$ cat config.mk
export PLATFORM = sky130hd
export DESIGN_NAME = fcvt_s_w
export DESIGN_NICKNAME = d
export VERILOG_FILES = /design/src/rtl/fcvt_s_w.sv
export SDC_FILE = /design/constraint.sdc
export NUM_CORES = 1
export LEC_CHECK = 0
export CAP_MARGIN = 20
export CELL_PAD_IN_SITES_DETAIL_PLACEMENT = 0
export CELL_PAD_IN_SITES_GLOBAL_PLACEMENT = 2
export CORE_MARGIN = 1.5
export CORE_UTILIZATION = 35
export DETAILED_ROUTE_END_ITERATION = 7
export HOLD_SLACK_MARGIN = 0.15
export PLACE_DENSITY_LB_ADDON = 0.3
export SETUP_SLACK_MARGIN = 0.05
export SYNTH_ARGS = -nofsm -noshare
export SYNTH_HDL_FRONTEND = slang
export SYNTH_SLANG_ARGS = --single-unit
export TNS_END_PERCENT = 1
$ cat constraint.sdc
create_clock -name clk -period 4.5 [get_ports clk]
set_input_delay 0.9 -clock clk [delete_from_list [all_inputs] [get_ports clk]]
set_output_delay 0.9 -clock clk [all_outputs]
set_load 0.05 [all_outputs]
$ cat src/rtl/fcvt_s_w.sv
// Two-stage integer to binary32 converter (signed/unsigned, round-to-nearest-even).
// S1 takes the magnitude and counts leading zeros; OUT normalizes, rounds and packs.
module fcvt_s_w (
    input  logic        clk,
    input  logic        rstn,
    input  logic        in_valid,
    output logic        in_ready,
    input  logic [31:0] x,
    input  logic        is_unsigned,
    output logic        out_valid,
    input  logic        out_ready,
    output logic [31:0] y,
    output logic        inexact
);

    logic        en;

    logic        s1_valid_q, s1_valid_d;
    logic        s1_sign_q,  s1_sign_d;
    logic [31:0] s1_mag_q,   s1_mag_d;
    logic [4:0]  s1_lzc_q,   s1_lzc_d;
    logic        s1_zero_q,  s1_zero_d;

    logic        out_valid_q, out_valid_d;
    logic [31:0] y_q,         y_d;
    logic        inexact_q,   inexact_d;

    logic        sign_in;
    logic [31:0] mag_in;
    logic [4:0]  lzc_in;

    logic [30:0] norm;
    logic        guard;
    logic        sticky;
    logic        round_up;
    logic [23:0] frac_sum;
    logic [7:0]  exp_res;

    // Whole pipe advances as one; a stalled output freezes both stages.
    assign en        = ~out_valid_q | out_ready;
    assign in_ready  = en;
    assign out_valid = out_valid_q;
    assign y         = y_q;
    assign inexact   = inexact_q;

    always_comb begin
        sign_in = ~is_unsigned & x[31];
        mag_in  = sign_in ? (~x + 32'd1) : x;
        lzc_in  = 5'd0;
        for (int i = 0; i < 32; i++) begin
            if (mag_in[i]) lzc_in = 5'(31 - i);
        end

        s1_valid_d = s1_valid_q;
        s1_sign_d  = s1_sign_q;
        s1_mag_d   = s1_mag_q;
        s1_lzc_d   = s1_lzc_q;
        s1_zero_d  = s1_zero_q;
        if (en) begin
            s1_valid_d = in_valid;
            s1_sign_d  = sign_in;
            s1_mag_d   = mag_in;
            s1_lzc_d   = lzc_in;
            s1_zero_d  = (mag_in == 32'd0);
        end
    end

    // The leading one lands in bit 31 and is implicit, so only 31 bits are kept.
    always_comb begin
        norm     = 31'(s1_mag_q << s1_lzc_q);
        guard    = norm[7];
        sticky   = |norm[6:0];
        round_up = guard & (sticky | norm[8]);
        frac_sum = {1'b0, norm[30:8]} + {23'd0, round_up};
        exp_res  = 8'd158 - {3'd0, s1_lzc_q} + {7'd0, frac_sum[23]};

        out_valid_d = out_valid_q;
        y_d         = y_q;
        inexact_d   = inexact_q;
        if (en) begin
            out_valid_d = s1_valid_q;
            y_d         = s1_zero_q ? 32'd0 : {s1_sign_q, exp_res, frac_sum[22:0]};
            inexact_d   = ~s1_zero_q & (guard | sticky);
        end
    end

    always_ff @(posedge clk) begin
        if (!rstn) begin
            s1_valid_q  <= 1'b0;
            s1_sign_q   <= 1'b0;
            s1_mag_q    <= 32'd0;
            s1_lzc_q    <= 5'd0;
            s1_zero_q   <= 1'b1;
            out_valid_q <= 1'b0;
            y_q         <= 32'd0;
            inexact_q   <= 1'b0;
        end else begin
            s1_valid_q  <= s1_valid_d;
            s1_sign_q   <= s1_sign_d;
            s1_mag_q    <= s1_mag_d;
            s1_lzc_q    <= s1_lzc_d;
            s1_zero_q   <= s1_zero_d;
            out_valid_q <= out_valid_d;
            y_q         <= y_d;
            inexact_q   <= inexact_d;
        end
    end

endmodule

# Word level (Yosys, flattened, before mapping)
# Cells that the tools add are included.
# op_classes
n_addsub	4
shift	1
muxes	34
bitwise	10
n_reduce_logical	2
# ops
op	n
5-bit 2-to-1 mux	32
32-bit 2-to-1 mux	2
32-bit by 1-bit adder with 32-bit output, second input constant	1
32-bit zero test	1
32-bit NOT	1
32-bit by 5-bit << shifter with 31-bit output	1
23-bit by 1-bit adder with 24-bit output	1
8-bit by 1-bit adder with 8-bit output	1
8-bit by 5-bit subtractor with 8-bit output, first input constant	1
7-bit OR reduction	1
1-bit AND	3
1-bit NOT	3
1-bit bitwise OR	3
# word_totals
register_bits	74
inputBits	37
out_inout_bits	35
wordCells	59

# Depth between registers and ports, before layout
# logic_depth
ltp_word	35
mapped_depth	21
mapped_depth_nobuf	17

# Worst setup path after synthesis
# No wires, ideal clock.
# synth_path
kind	reg-to-reg
from	reg s1_lzc_q[1]
to	reg y_q[27] (netlist: y[27])
arrival_time_ns	3.713
required_time_ns	4.372
slack_ns	0.659
stages_incl_launch_ff	22
path_buffers	5
period_less_slack_ns	3.841
path_cell_list	dfxtp_1 > buf_6 > buf_6 > buf_6 > buf_2 > clkbuf_1 > o21ai_0 > a22oi_1 > a21boi_0 > a31oi_1 > o211a_1 > ha_1 > and3_1 > nand4_4 > nor3_1 > nand3_1 > ha_1 > ha_1 > nand3_1 > xnor2_1 > a22oi_1 > nor2_1
# synth_via
elab_chain_cells	7
# synth_rtl
element	line_no	text
start: declaration	21	logic [4:0] s1_lzc_q, s1_lzc_d;
start signal: assignment	101	s1_lzc_q <= s1_lzc_d;
32-bit by 5-bit << shifter with 31-bit output	70	norm = 31'(s1_mag_q << s1_lzc_q);
7-bit OR reduction	72	sticky = |norm[6:0];
1-bit bitwise OR	73	round_up = guard & (sticky | norm[8]);
1-bit AND	73	
23-bit by 1-bit adder with 24-bit output	74	frac_sum = {1'b0, norm[30:8]} + {23'd0, round_up};
8-bit by 1-bit adder with 8-bit output (*)	75	exp_res = 8'd158 - {3'd0, s1_lzc_q} + {7'd0, frac_sum[23]};
32-bit 2-to-1 mux (*)	82	y_d = s1_zero_q ? 32'd0 : {s1_sign_q, exp_res, frac_sum[22:0]};
end signal: assignment	104	y_q <= y_d;
end: declaration	25	logic [31:0] y_q, y_d;
# Every way passes the cells marked *; elsewhere a longest branch is shown, timed or not.
# A chain may end at the register's enable or synchronous reset.

# Final worst setup path
# layout_path
from	in x[0]
to	reg s1_lzc_q[4]
# layout_via
elab_chain_cells	35
# layout_rtl
element	line_no	text
start: declaration	8	input logic [31:0] x,
32-bit NOT	48	mag_in = sign_in ? (~x + 32'd1) : x;
32-bit by 1-bit adder with 32-bit output	48	
32-bit 2-to-1 mux (*)	48	
5-bit 2-to-1 mux (31 in a row)	51	if (mag_in[i]) lzc_in = 5'(31 - i);
5-bit 2-to-1 mux (*)	51	
# Marked as above.

==> flow_summary.json <==
{
  "chipHeight_um": 144,
  "hp-class": "reg2reg",
  "fin_area_um2": 8280,
  "synth_edf_count": 0,
  "dp_hpwl_mm": 17.7,
  "first_pass_iters": 5,
  "gr-usage-all-layers_pct": 22.9,
  "insertion_delay_ns": 0.35,
  "synth_top_family_by_area": "simple AND/OR/NAND/NOR gates",
  "dr_total_vias": 6814,
  "postCtsSetupBuffers": 0,
  "gr-max-usage-layer": "met2",
  "tightest_slew_ns": 0.751,
  "yosysMostFrequentCell": "nand2_1",
  "io_pins": 72,
  "hold_buffers": 0,
  "worstSetupPathType": "in2reg",
  "r2r_cells": 14,
  "drt_wl_total_mm": 22.9,
  "ant_nets": 0,
  "synthTopCellsByCount": "nand2_1 (97), nor2_1 (76), dfxtp_1 (73)",
  "cp_top_family": "simple AND/OR/NAND/NOR gates",
  "r2r_slack_ns": 0.56,
  "cts_tree": "yes",
  "antennaDiodeCount": 0,
  "fin_hold_ws_ns": 0.446,
  "grt_pass1_vias": 6430,
  "cp_data_arrival_time_ns": 4.40,
  "hold_start": "y[17]",
  "grt_setup_unrepaired": "no",
  "finalHoldViolCount": 0,
  "grt.overflow.total": 0,
  "row_count": 51,
  "clock_skew_ns": 0.00948,
  "vias_per_cell": 5.92,
  "start_util_pct": 35.7,
  "synthCells": 826,
  "core_um2": 19500,
  "cap_violations": 0,
  "rr_startpoint": "s1_lzc_q[1]",
  "synth_cell_types": 84,
  "synth_ff_type": "dfxtp_1",
  "synth_top_area_cell": "dfxtp_1",
  "cts_buffers": 9,
  "globalRouteMet1Util_pct": 31.0,
  "cts.sinks": 73,
  "cp_max_fo": 9,
  "tns_ns": 0,
  "power_density_nw_per_um2": 287,
  "die_area_um2": 20700,
  "slew_viol_final": 0,
  "synth_compound_gate_area_share_pct": 21.1,
  "hold_path_depth": 2,
  "ys_warn_count": 0,
  "crit_chain": "clkdlybuf4s50_1 > inv_1 > ha_1 > or3b_2 > nor4_1 > buf_4 > a21oi_1 > o32ai_1 > and3_1 > nand3_1 > o21ai_0",
  "ys_seq_elements": 73,
  "fin_nets": 924,
  "antenna_found_initial": 0,
  "drt-wirelength-per-cell_um": 19.9,
  "max_freq_mhz": 241,
  "syn_nets": 869,
  "die_x_um": 144,
  "fin_crit_ns": 4.14,
  "ctsResizeCount": 0,
  "synth.mux.area_fraction_pct": 21.4,
  "cts_buffer_depth": 2,
  "place.gp.congestion": 0.914,
  "setup_violations": 0,
  "synthToLayoutAreaGrowth_pct": 19.1,
  "grt_pass1_wl_mm": 36.5,
  "root_buffer": "clkbuf_16",
  "min_to": "y[17]",
  "grt_use_met2_pct": 38.2,
  "async_reset_ff_share_pct": 0,
  "drcViolationCount": 0,
  "drive_gt1_share_pct": 14.8,
  "ir_drop_v": 0.000199,
  "cp_data_required_time_ns": 4.76,
  "htree_num_levels": 3,
  "status": "finished clean",
  "p_leak_nw": 3.00,
  "seq_area_frac_synth_pct": 21.0,
  "grt_util_met3_pct": 3.40,
  "end_kind": "flop",
  "synthesis.area_um2": 6950,
  "dpl_cell_area_um2": 7970,
  "crit_buf_inv": 3,
  "avgSynthCellArea_um2": 8.41,
  "cp_slowest_cell": "or3b_2",
  "post-route-period-util_pct": 92.1,
  "synth-simple-area-share_pct": 22.8,
  "synth-xor-area-share_pct": 6.43,
  "port_buffers": 71,
  "grt_max_degree": 60,
  "synth_fa_ha_area_share_pct": 1.08,
  "slew_headroom_pct": 49.8,
  "max_stage_delay_ns": 0.60,
  "clk_pin_slew_ns": 0.07,
  "r2r_end": "y[27]",
  "drt_iter0_drc": 664,
  "synth_top_area_share_pct": 21.0,
  "critPathLaunchType": "input port",
  "synth_top_cells_by_area": "dfxtp_1 (21%), mux4_2 (14%), nand2_1 (5.2%)"
}
[worst reg2reg max path: cells and delay by family, from the launching register on]
| family | cells | cell delay, ns |
|---|---|---|
| AO/OA/AOI/OAI | 2 | 0.51 |
| XOR/XNOR | 1 | 0.07 |
| adder cells (fa/ha/maj) | 2 | 0.51 |
| buffers and inverters | 1 | 0.33 |
| flip-flops | 1 | 0.58 |
| multiplexers | 3 | 0.91 |
| AND/OR/NAND/NOR | 5 | 0.94 |
[where the power goes]
part,internal (mW),total (mW),switching [mW]
clock,0.441,0.760,0.319
sequential,0.695,0.766,0.0709
combinational,0.371,0.850,0.478
total,1.51,2.38,0.868
[per-layer routing]
metal | vias up | part of all wire (%) | wire (µm)
met5 | - | 0 | 0
met4 | 0 | 1.6 | 371
met3 | 24 | 5.0 | 1140
met2 | 220 | 49 | 11100
met1 | 3328 | 45 | 10200
li1 | 3242 | - | -
[layout by cell type, fill, tap and decap left out, drive strengths merged, types with 6 or more instances in the layout]
cell type,count
clkbuf,9
mux2i,36
nor2,76
mux2,12
xnor2,29
a22oi,12
clkdlybuf4s50,71
buf,41
nor3,24
a21oi,38
a31oi,11
and2,7
nand2,97
o21ai,39
o31ai,11
a21boi,7
ha,6
o211ai,7
xor2,22
and3,11
nor4,14
dfxtp,73
a211oi,11
mux4,44
nor3b,8
inv,18
nand4,10
nand3,24
nand2b,7
o211a,20
or4,6
[how the worst max path moves through the flow]
stage                              to  cells past startpoint        start  slack, ns
after CTS                 s1_lzc_q[4]                     11         x[0]       0.34
after global routing      s1_lzc_q[4]                     11         x[0]       0.15
after floorplan                 y[27]                     21  s1_lzc_q[1]       0.66
final                     s1_lzc_q[4]                     11         x[0]       0.36
after global placement      s1_zero_q                     11         x[0]       0.07
after detailed placement  s1_lzc_q[4]                     11         x[0]       0.02
[state kept, by name, indices dropped and copies added, names as in the netlist]
signal,cells
inexact,1
out_valid,1
s1_lzc_q,5
s1_mag_q,31
s1_sign_q,1
s1_valid_q,1
s1_zero_q,1
y,32
[through the flow]
step	utilization [%]	cells	power [mW]	setup WS [ns]
3_5_place_dp	40.9	1135	1.62	0.0242
4_1_cts	42.5	1151	2.39	0.341
3_3_place_gp	40.9	1135	1.62	0.0684
6_report	42.5	1151	2.38	0.357
2_1_floorplan	-	826	1.35	0.659
5_1_grt	42.5	1151	2.49	0.147
[cell type report]
| class | instances | area [µm²] |
|---|---|---|
| flip-flops and latches | 73 | 1460 |
| clock inverters | 7 | 85.1 |
| clock buffers | 9 | 225 |
| inverters | 16 | 60.1 |
| well taps | 265 | 332 |
| repair buffers | 112 | 1040 |
| multi-input cells | 669 | 5070 |
| fillers | 1955 | 11200 |
[kinds of logic (layout without fill, tap and decap cells)]
family,Yosys count,count (layout)
AND/OR/NAND/NOR,314,314
multiplexers,92,92
flip-flops,73,73
adder cells (fa/ha/maj),6,6
buffers and inverters,84,144
XOR/XNOR,51,51
AO/OA/AOI/OAI,206,206
(Power assumes the default switching activity.)
